File: src/rtl/_divider.sv
// _divider: multi-cycle restoring divider for RV32M DIV/DIVU/REM/REMU, one quotient bit per clock.
module _divider #(
  parameter int WIDTH = 32
) (
  input  logic             clk,
  input  logic             rst_n,
  input  logic             start,
  input  logic             is_signed,
  input  logic [WIDTH-1:0] dividend,
  input  logic [WIDTH-1:0] divisor,
  output logic             busy,
  output logic             done,
  output logic [WIDTH-1:0] quotient,
  output logic [WIDTH-1:0] remainder
);
  localparam int CW = $clog2(WIDTH);
  typedef enum logic [1:0] {IDLE, CALC, FIX, DONE} state_t;
  state_t state;
  logic [CW-1:0] cnt;
  logic [WIDTH-1:0] q, d, r;
  logic [WIDTH:0] rs, t;
  logic neg_q, neg_r, sd, sv;
  always_comb begin
    sd = is_signed & dividend[WIDTH-1];
    sv = is_signed & divisor[WIDTH-1];
    rs = {r, q[WIDTH-1]};
    t = rs - {1'b0, d};
  end
  // A zero divisor leaves Q all ones and R equal to |dividend|, so only the quotient sign needs overriding.
  always_ff @(posedge clk)
    if (!rst_n) begin
      state <= IDLE;
      busy <= 1'b0;
      done <= 1'b0;
      quotient <= '0;
      remainder <= '0;
      cnt <= '0;
      q <= '0;
      d <= '0;
      r <= '0;
      neg_q <= 1'b0;
      neg_r <= 1'b0;
    end else
      case (state)
        IDLE: if (start) begin
          state <= CALC;
          busy <= 1'b1;
          q <= sd ? -dividend : dividend;
          d <= sv ? -divisor : divisor;
          r <= '0;
          cnt <= '0;
          neg_q <= sd ^ sv;
          neg_r <= sd;
        end
        CALC: begin
          r <= t[WIDTH] ? rs[WIDTH-1:0] : t[WIDTH-1:0];
          q <= {q[WIDTH-2:0], ~t[WIDTH]};
          cnt <= cnt + 1'b1;
          state <= cnt == CW'(WIDTH - 1) ? FIX : CALC;
        end
        FIX: begin
          quotient <= d == '0 ? '1 : neg_q ? -q : q;
          remainder <= neg_r ? -r : r;
          done <= 1'b1;
          state <= DONE;
        end
        DONE: begin
          busy <= 1'b0;
          done <= 1'b0;
          state <= IDLE;
        end
      endcase
endmodule

File: config.mk
export PLATFORM = sky130hd
export DESIGN_NAME = _divider
export DESIGN_NICKNAME = d
export VERILOG_FILES = /design/src/rtl/_divider.sv
export SDC_FILE = /design/constraint.sdc
export NUM_CORES = 1
export LEC_CHECK = 0
export CAP_MARGIN = 30
export CORE_MARGIN = 2
export CORE_UTILIZATION = 51
export DETAILED_ROUTE_END_ITERATION = 8
export PLACE_DENSITY = 0.74
export RECOVER_POWER = 50
export SYNTH_ARGS = -nofsm -noshare
export SYNTH_HDL_FRONTEND = slang
export SYNTH_SLANG_ARGS = --single-unit
File: constraint.sdc
create_clock -name clk -period 3 [get_ports clk]
set_input_delay 0.3 -clock clk [delete_from_list [all_inputs] [get_ports clk]]
set_output_delay 0.3 -clock clk [all_outputs]
set_load 0.02 [all_outputs]
==> flow_metrics.py, run 1 <==
metrics = {
    "outcome": {
        "status": "finished, final reports clean",
    },
    "synthesis": {
        "synthesis.area_um2": 10760,
        "synth-simple-area-share_pct": 18.95,
        "yosys_most_used_dff": "dfxtp_1",
        "yosysWarnings": 0,
        "ys_types": 71,
        "syn_inst": 1361,
        "synth_fp_nets": 1468,
        "ys_ff_latch": 171,
        "yosysTopAreaCellShare_pct": 31.81,
        "netlist_top_cells_area": "dfxtp_1 32%, xor2_1 6.5%, a21oi_1 5.3%, nand2_1 5.1%, ha_1 4.4%",
        "syn_area_per_cell_um2": 7.907,
        "postSynth.asyncResetShare_pct": 0,
        "synth_top_family_by_area": "compound AO/OA/AOI/OAI gates",
        "post-synth-top-area-cell": "dfxtp_1",
        "synth-edff-count": 0,
        "muxShareOfSynthArea_pct": 2.604,
        "synthAdderAreaFrac_pct": 4.604,
        "synth_compound_area_share_pct": 26.03,
        "ys_seq_area_share_pct": 31.81,
        "synth_xor_area_share_pct": 11.16,
    },
    "global_route": {
        "grt_pass1_wl_mm": 51.22,
        "grt_max_degree": 83,
        "antenna_found_initial": 0,
        "grt_pass1_vias": 9867,
        "grt_usage_pct": 28.60,
        "grt_overflow_total": 0,
    },
    "clocking": {
        "cts_tree": "yes",
        "cts_buffers": 17,
        "hold_buffers": 0,
        "clkSinkCount": 171,
        "clk_pin_slew_ns": 0.07,
        "cts_root_buffer": "clkbuf_16",
        "clock_latency_ns": 0.44,
        "clk_path_buf_depth": 2,
        "htreeDepth": 4,
    },
    "worst_setup_path": {
        "crit_arrival_ns": 3.20,
        "critPathCaptureType": "flip-flop",
        "start_kind": "flip-flop",
        "path_max_fanout": 6,
        "critical_path_required_ns": 3.32,
        "worstSetupPathType": "reg2reg",
    },
    "power_and_ir_drop": {
        "combPwrFrac_pct": 25.0,
        "swShare_pct": 31.09,
        "seqPwrFrac_pct": 38.9,
        "ir_worst_vdd_mv": 0.4040,
        "internal_power_mw": 4.361,
        "power_density_nw_per_um2": 464.0,
        "leakage_nw": 5.565,
        "net-switching-power_mw": 1.968,
        "pwr-share-clk_pct": 36.0,
    },
    "placed_design": {
        "place_congestion": 0.9527,
        "dp_cells": 1782,
        "port_buffers": 133,
        "post-dp-hpwl_mm": 23.86,
    },
    "timing": {
        "setup_viol": 0,
        "clock-skew-final_ns": 0.01192,
        "fin_setup_tns_ns": 0,
        "final.period_utilization_pct": 95.85,
        "hold_viol": 0,
        "final_max_slew_viol_count": 0,
        "max_freq_mhz": 347.8,
        "fin_crit_ns": 2.875,
        "worstMarginPinSlew_ns": 1.295,
        "relSlewSlack_pct": 13.65,
    },
    "detailed_routing": {
        "routed_wl_mm": 32.40,
        "drc_errors": 0,
        "vias": 10810,
        "vias_per_cell": 5.944,
        "ant_nets": 0,
        "drtIter0Drc": 912,
        "firstDrtPassIters": 7,
        "avgRoutedWirePerCell_um": 17.81,
    },
    "final_layout": {
        "drive_gt1_share_pct": 11.79,
        "fillers": 1810,
        "instances_no_fill": 1819,
        "antenna_cells": 0,
        "final_common_cell": "dfxtp_1",
        "area_delta_synth_final_pct": 26.75,
        "regArea_um2": 3425,
        "nets": 1638,
        "layout_common_cells": "170 x dfxtp_1, 147 x nand2_1, 109 x a21oi_1, 100 x nor2_1, 86 x buf_4",
        "multi_input_area_um2": 6959,
    },
    "min_path": {
        "hold_path_class": "in2reg",
    },
    "die": {
        "core_area_um2": 20890,
        "pin_count": 134,
        "die_area_um2": 22280,
        "fp-row-count": 53,
        "start_util_pct": 51.52,
        "die_h_um": 149.3,
        "die_x_um": 149.3,
    },
    "job": {
        "max_cap_viol_count": 0,
    },
}
==> flip-flops by register name, indices dropped and copies added, names as in the netlist, named ones only <==
register,cells
q,32
done,1
quotient,32
remainder,32
neg_r,1
d,32
busy,1
r,32
cnt,5
state,1
neg_q,1
==> critical path, cell delays in order (launching register included) <==
cell,delay [ns]
dfxtp_1,0.35
inv_1,0.05
ha_1,0.29
buf_4,0.13
and2_1,0.22
nand3_1,0.14
a211oi_2,0.31
o31a_1,0.20
a21o_1,0.12
a21o_1,0.18
xor2_4,0.18
buf_6,0.16
buf_12,0.13
mux2i_4,0.23
o21ai_1,0.07
==> final timing paths <==
kind / endpoint / cells past startpoint / start / slack, ns
setup reg to reg: r[17] / 14 / d[21] / 0.12
hold / removal: r[28] / 5 / rst_n / 0.46
hold reg to reg: remainder[30] / 2 / remainder[30] / 0.46
setup / recovery: r[17] / 14 / d[21] / 0.12
==> routing by layer <==
layer	global-route usage, %	part of all wire (%)	wire [µm]	vias to the layer above
met5	0	0	0	-
met4	7.762	2.4	782	0
met2	46.38	46	14900	431
met1	39.63	46	14770	5090
li1	-	-	-	5238
met3	4.434	6.0	1954	54
==> kinds of logic (layout without fill, tap and decap cells) <==
| logic type | Yosys count | after routing |
|---|---|---|
| AOI/OAI and AO/OA | 441 | 441 |
| xor gates and xnor gates | 135 | 135 |
| adders and majority gates | 39 | 39 |
| buffers and inverters | 133 | 316 |
| DFF | 171 | 171 |
| muxes | 28 | 28 |
| and+or+nand+nor | 414 | 414 |
==> Yosys cell counts, drive strengths merged, types with 3 or more instances <==
master   number
nand3        21
nor2        105
clkbuf       68
and3          8
and2         12
nand4         8
a22oi        20
nand3b        4
o211a        10
inv          53
o31ai        27
a221oi        9
nor2b        10
or2           6
or4          11
xnor2        54
o21ai       130
o22ai         5
a21boi        8
ha           38
a211oi       46
nand2b       14
buf          12
o41ai        14
a2bb2oi       3
a31oi         8
a22o          4
or3          21
o211ai        8
a21oi       115
a311oi        5
dfxtp       171
xor2         81
o21bai        3
mux2i        28
nand2       148
a21o         13
nor3         17
nor4         21
o21a          4
==> per-stage QoR <==
step	setup WS [ns]	power, mW	area, µm²	hold slack, ns	utilization, %
after floorplan	0.08763	3.466	10760	0.4360	-
after global placement	0.01975	3.968	12870	0.4431	61.62
after detailed placement	-0.02448	3.990	12870	0.4551	61.62
after CTS	0.05211	6.240	13490	0.4575	64.56
after global routing	-0.02075	6.574	13640	0.4898	65.30
final	0.1246	6.329	13640	0.4564	65.30
==> power by group through the flow <==
stage / Combinational (mW) / Clock, mW / Sequential, mW
6_report: 1.58 / 2.28 / 2.46
5_1_grt: 1.72 / 2.38 / 2.48
4_1_cts: 1.49 / 2.29 / 2.46
3_5_place_dp: 1.48 / 0 / 2.51
3_3_place_gp: 1.46 / 0 / 2.51
2_1_floorplan: 0.981 / 0 / 2.48
==> cell type report <==
cell class	count	share of cell area, %
Inverter	53	1.458
Multi-Input combinational cell	1057	51.02
Timing Repair Buffer	231	15.46
Clock buffer	21	3.449
Tap cell	275	2.522
Sequential cell	171	25.11
Clock inverter	11	0.9906
==> what timing repair did <==
item	4_1_cts	5_1_grt
buffers inserted	0	3
resized for setup	2	28
pin swaps	0	12
gates cloned	0	2
setup endpoints to repair	6	34
(Power assumes the default switching activity.)
==> inputs of run 2 (changes only) <==
--- a/config.mk
+++ b/config.mk
@@ -7,9 +7,10 @@
 export LEC_CHECK = 0
 export CAP_MARGIN = 30
 export CORE_MARGIN = 2
-export CORE_UTILIZATION = 51
+export CORE_UTILIZATION = 60
 export DETAILED_ROUTE_END_ITERATION = 8
-export PLACE_DENSITY = 0.74
+export MAX_ROUTING_LAYER = met4
+export PLACE_DENSITY = 0.82
 export RECOVER_POWER = 50
 export SYNTH_ARGS = -nofsm -noshare
 export SYNTH_HDL_FRONTEND = slang
==> constraint.sdc (replaced) <==
create_clock -name clk -period 3.7 [get_ports clk]
set_input_delay 0.74 -clock clk [delete_from_list [all_inputs] [get_ports clk]]
set_output_delay 0.74 -clock clk [all_outputs]
set_load 0.02 [all_outputs]
==> run 2 against run 1 <==
Fmax is 17% lower. Critical path type unchanged. Via count decreased by 3.6%. Clock power is 15% lower. The run now ends with max-capacitance violations, max-slew violations left. Sequential power fell by 18%. Total power fell by 20%. First-iteration DRC count is 12% higher. Clock-buffer cell count did not move. Die area down 15%. Utilization up 8.4 points. Wire length shrank 9.7%.
==> flow_metrics.py, run 2 (synthesis gave the netlist of run 1 again) <==
metrics = {
    "final_layout": {
        "multi_input_area_um2": 6825,
        "antenna_cells": 0,
        "fillers": 1443,
        "drive_gt1_share_pct": 4.983,
        "area_delta_synth_final_pct": 19.27,
        "layout_common_cells": "171 x dfxtp_1, 147 x nand2_1, 115 x a21oi_1, 103 x nor2_1, 80 x xor2_1",
        "final_common_cell": "dfxtp_1",
        "regArea_um2": 3423,
        "nets": 1560,
    },
    "worst_setup_path": {
        "worstSetupPathType": "reg2reg",
        "critical_path_required_ns": 4.00,
        "crit_arrival_ns": 3.76,
        "start_kind": "flip-flop",
        "critPathCaptureType": "flip-flop",
        "path_max_fanout": 37,
    },
    "global_route": {
        "grt_overflow_total": 0,
        "grt_usage_pct": 32.07,
        "grt_pass1_wl_mm": 47.23,
        "antenna_found_initial": 0,
        "grt_max_degree": 59,
        "grt_pass1_vias": 9402,
    },
    "detailed_routing": {
        "drc_errors": 0,
        "routed_wl_mm": 29.26,
        "vias": 10420,
        "ant_nets": 0,
        "avgRoutedWirePerCell_um": 17.31,
        "firstDrtPassIters": 6,
        "drtIter0Drc": 1022,
        "vias_per_cell": 6.165,
    },
    "timing": {
        "hold_viol": 0,
        "rsz0062_at_grt": "false",
        "fin_setup_tns_ns": 0,
        "final_max_slew_viol_count": 42,
        "clock-skew-final_ns": 0.009105,
        "fin_crit_ns": 3.453,
        "setup_viol": 0,
        "relSlewSlack_pct": -21.52,
        "final.period_utilization_pct": 93.31,
        "worst_slack_ns": 0.2474,
        "max_freq_mhz": 289.6,
        "worstMarginPinSlew_ns": 1.823,
    },
    "die": {
        "fp-row-count": 48,
        "core_area_um2": 17420,
        "die_area_um2": 19020,
        "die_h_um": 137.9,
        "die_x_um": 137.9,
        "start_util_pct": 61.79,
        "pin_count": 134,
    },
    "clocking": {
        "htreeDepth": 4,
        "cts_setup_buffers": 0,
        "clkSinkCount": 171,
        "cts_root_buffer": "clkbuf_16",
        "clk_path_buf_depth": 2,
        "clock_latency_ns": 0.43,
        "clk_pin_slew_ns": 0.06,
        "cts_buffers": 17,
        "hold_buffers": 0,
        "cts_resized": 0,
        "cts_tree": "yes",
    },
    "power_and_ir_drop": {
        "power_density_nw_per_um2": 395.3,
        "leakage_nw": 5.133,
        "ir_worst_vdd_mv": 0.3614,
    },
    "outcome": {
        "violations": "max-capacitance violations, max-slew violations",
        "status": "complete, but fails checks",
    },
    "placed_design": {
        "post-dp-hpwl_mm": 21.22,
        "port_buffers": 133,
        "place_congestion": 0.9881,
        "place_ws_ns": 0.1671,
    },
    "min_path": {
        "hold_path_class": "reg2reg",
    },
    "job": {
        "max_cap_viol_count": 1,
    },
}
run 2: changes by cell type in the layout (fill, tap and decap cells not counted), sizes merged:
| cell | delta |
|---|---|
| buf | -79 |
| clkdlybuf4s50 | -1 |
| clkbuf | +1 |
| inv | -1 |
| dlygate4sd3 | +1 |
| clkinv | -1 |
| bufinv | +3 |
| clkinvlp | -2 |
run 2: layer usage:
metal	track usage, %	part of all wire, %
met4	10.26	2.1
met2	47.58	44
met5	-	0
met1	44.97	47
met3	4.861	6.9
run 2: critical path, cell delays in order, from the launching register on:
cell and delay, ns:
dfxtp_1 0.52, inv_1 0.16, fa_1 0.43, nand2b_1 0.20, a21oi_1 0.31, o21ai_1 0.17
o2111ai_1 0.35, a21o_1 0.18, a21o_1 0.20, xor2_4 0.18, buf_12 0.25, mux2i_1 0.25
o21ai_1 0.07
run 2: power by group:
part | switching [mW] | internal [mW] | leakage (nW) | total (mW)
Combinational | 0.651 | 0.467 | 3.44 | 1.12
Sequential | 0.0999 | 1.91 | 1.39 | 2.01
Clock | 0.744 | 1.20 | 0.306 | 1.94
run 2: metrics by stage:
stage          utilization [%]  power (mW)  hold slack [ns]  cell area [µm²]  std cells
2_1_floorplan                -       2.810           0.4445            10760       1361
3_3_place_gp             70.28       3.123           0.4391            12240       1658
3_5_place_dp             70.28       3.142           0.4486            12240       1658
4_1_cts                  73.90       5.080           0.4583            12870       1689
5_1_grt                  73.69       5.273           0.4714            12830       1690
6_report                 73.69       5.073           0.4528            12830       1690
run 2: path summary, 6_finish.rpt:
check | depth (start not counted) | start | end | slack, ns
max | 12 | r[0] | r[5] | 0.25
min | 2 | remainder[21] | remainder[21] | 0.45
max reg2reg | 12 | r[0] | r[5] | 0.25
min reg2reg | 2 | remainder[21] | remainder[21] | 0.45
run 2: area by class of cell:
| cell class | instances | area share (%) |
|---|---|---|
| Clock buffer | 21 | 3.431 |
| Timing Repair Buffer | 153 | 11.49 |
| Sequential cell | 171 | 26.67 |
| Tap cell | 225 | 2.193 |
| Multi-Input combinational cell | 1057 | 53.18 |
| Inverter | 53 | 1.550 |
| Clock inverter | 10 | 1.482 |
==> inputs of run 3 (changes only) <==
--- a/config.mk
+++ b/config.mk
@@ -6,12 +6,13 @@
 export NUM_CORES = 1
 export LEC_CHECK = 0
 export CAP_MARGIN = 30
-export CORE_MARGIN = 2
+export CORE_MARGIN = 4
 export CORE_UTILIZATION = 60
 export DETAILED_ROUTE_END_ITERATION = 8
 export MAX_ROUTING_LAYER = met4
 export PLACE_DENSITY = 0.82
 export RECOVER_POWER = 50
+export SETUP_SLACK_MARGIN = 0.2
 export SYNTH_ARGS = -nofsm -noshare
 export SYNTH_HDL_FRONTEND = slang
 export SYNTH_SLANG_ARGS = --single-unit
==> run 3 against run 2 <==
Combinational power about the same. Total power shrank 3.6%. Cell count about the same. Highest routed layer unchanged. Clock-buffer cell count fell by 1. The flow still finishes with violations (max-capacitance violations, max-slew violations). Via count is 1.8% lower. Fmax grew 5.3%. Setup slack better by 0.18 ns. Clock skew increased by 0.0022 ns. Critical endpoint is now r[11]. Worst hold slack improved by 0.012 ns. Critical path type unchanged.
==> flow_metrics.py, run 3 (synthesis gave the netlist of run 1 again) <==
metrics = {
    "placed_design": {
        "place_area_um2": 12250,
        "dp_cells": 1658,
        "port_buffers": 133,
        "post-dp-hpwl_mm": 21.41,
        "place_congestion": 0.9725,
    },
    "timing": {
        "worstMarginPinSlew_ns": 1.601,
        "final.period_utilization_pct": 88.58,
        "clock-skew-final_ns": 0.01132,
        "max_freq_mhz": 305.1,
        "fin_crit_ns": 3.278,
        "fin_setup_tns_ns": 0,
        "rsz0062_at_grt": "false",
        "final_max_slew_viol_count": 36,
        "hold_viol": 0,
        "relSlewSlack_pct": -6.847,
        "setup_viol": 0,
    },
    "final_layout": {
        "final_core_util_pct": 73.51,
        "drive_gt1_share_pct": 5.597,
        "instances_no_fill": 1691,
        "design_area_um2": 12800,
        "fillers": 1397,
        "layout_common_cells": "171 x dfxtp_1, 147 x nand2_1, 114 x a21oi_1, 101 x nor2_1, 80 x xor2_1",
        "area_delta_synth_final_pct": 18.96,
        "nets": 1559,
        "final_common_cell": "dfxtp_1",
    },
    "clocking": {
        "cts_resized": 0,
        "hold_buffers": 0,
        "cts_root_buffer": "clkbuf_16",
        "clkSinkCount": 171,
        "clk_path_buf_depth": 2,
        "cts_setup_buffers": 0,
        "clock_latency_ns": 0.43,
        "clk_pin_slew_ns": 0.06,
        "cts_buffers": 17,
        "htreeDepth": 4,
        "cts_tree": "yes",
    },
    "global_route": {
        "use_met1_pct": 42.28,
        "antenna_found_initial": 1,
        "grt.met3_usage_pct": 4.415,
        "grt.busiest_layer": "met2",
        "grt_overflow_total": 0,
        "grt_max_degree": 60,
        "grt_pass1_vias": 9546,
        "grt_pass1_wl_mm": 47.83,
        "use_met2_pct": 45.06,
        "grt_usage_pct": 29.86,
    },
    "detailed_routing": {
        "vias": 10240,
        "drc_errors": 0,
        "routed_wl_mm": 28.99,
        "drtIter0Drc": 879,
        "firstDrtPassIters": 6,
        "avgRoutedWirePerCell_um": 17.14,
        "vias_per_cell": 6.053,
        "ant_nets": 0,
    },
    "worst_setup_path": {
        "reg2regPathDepth": 13,
        "path_depth": 13,
        "path_max_fanout": 37,
        "critical_path_required_ns": 3.99,
        "crit_arrival_ns": 3.57,
        "cp_cell_sequence": "inv_1 > ha_1 > fa_1 > nand2b_1 > a21oi_2 > o21ai_1 > o2111ai_1 > a21o_1 > a21o_1 > xor2_4 > buf_12 > mux2i_1 > o21ai_1",
        "critPathCaptureType": "flip-flop",
        "crit_buf_inv": 2,
        "crit_slowest_cell": "fa_1",
        "cpPeakStageDelay_ns": 0.38,
        "cp_top_family": "compound AO/OA/AOI/OAI gates",
        "start_kind": "flip-flop",
        "r2r_slack_ns": 0.42,
        "worstSetupPathType": "reg2reg",
    },
    "die": {
        "core_area_um2": 17420,
        "die_x_um": 141.9,
        "die_h_um": 141.9,
        "pin_count": 134,
        "die_area_um2": 20140,
        "fp-row-count": 48,
        "start_util_pct": 61.79,
    },
    "power_and_ir_drop": {
        "finalPower_mw": 4.888,
        "leakage_nw": 5.109,
        "power_density_nw_per_um2": 381.8,
        "ir_worst_vdd_mv": 0.5728,
    },
    "min_path": {
        "whs_path_depth": 2,
        "hold_path_class": "reg2reg",
    },
    "outcome": {
        "status": "complete, but fails checks",
        "violations": "max-capacitance violations, max-slew violations",
    },
    "job": {
        "max_cap_viol_count": 1,
    },
}
-- run 3: cell types whose count changed in the layout (fill, tap and decap cells not counted), sizes merged --
cell | previous run | this run
clkinvlp | 0 | 2
buf | 15 | 17
bufinv | 5 | 1
inv | 54 | 59
clkbuf | 27 | 23
diode | 0 | 1
clkinv | 4 | 3
-- run 3: tightest hold or removal path, cell delays in order, from the launching register on --
cell     delay, ns
dfxtp_1       0.32
nand2_1       0.05
a21oi_1       0.05
-- run 3: worst paths after layout --
| path | endpoint | startpoint |
|---|---|---|
| min | remainder[26] | remainder[26] |
| max | r[11] | q[31] |
| min reg2reg | remainder[26] | remainder[26] |
| max reg2reg | r[11] | q[31] |
-- run 3: layer usage --
metal	share of wire, %	vias to the layer above
met1	48	4785
li1	-	5094
met4	1.6	0
met2	44	322
met5	0	-
met3	6.0	35
-- run 3: per-stage QoR --
step	hold WS, ns	worst slack (ns)
after detailed placement	0.4531	0.08993
after global routing	0.4834	0.2457
final	0.4648	0.4225
after floorplan	0.4445	0.7506
after CTS	0.4627	0.3564
after global placement	0.4410	0.2213
-- run 3: final cells by class --
type	instances	area (µm²)	area share [%]
Tap cell	225	281.5	2.199
Timing Repair Buffer	152	1484	11.59
Inverter	53	198.9	1.554
Sequential cell	171	3423	26.74
Antenna cell	1	2.502	0.01955
Clock inverter	12	128.9	1.007
Multi-Input combinational cell	1057	6837	53.40
Clock buffer	20	446.7	3.489
-- run 3: power by group --
part | switching (mW) | internal [mW]
registers | 0.100 | 1.91
clock network | 0.795 | 0.966
logic | 0.648 | 0.467
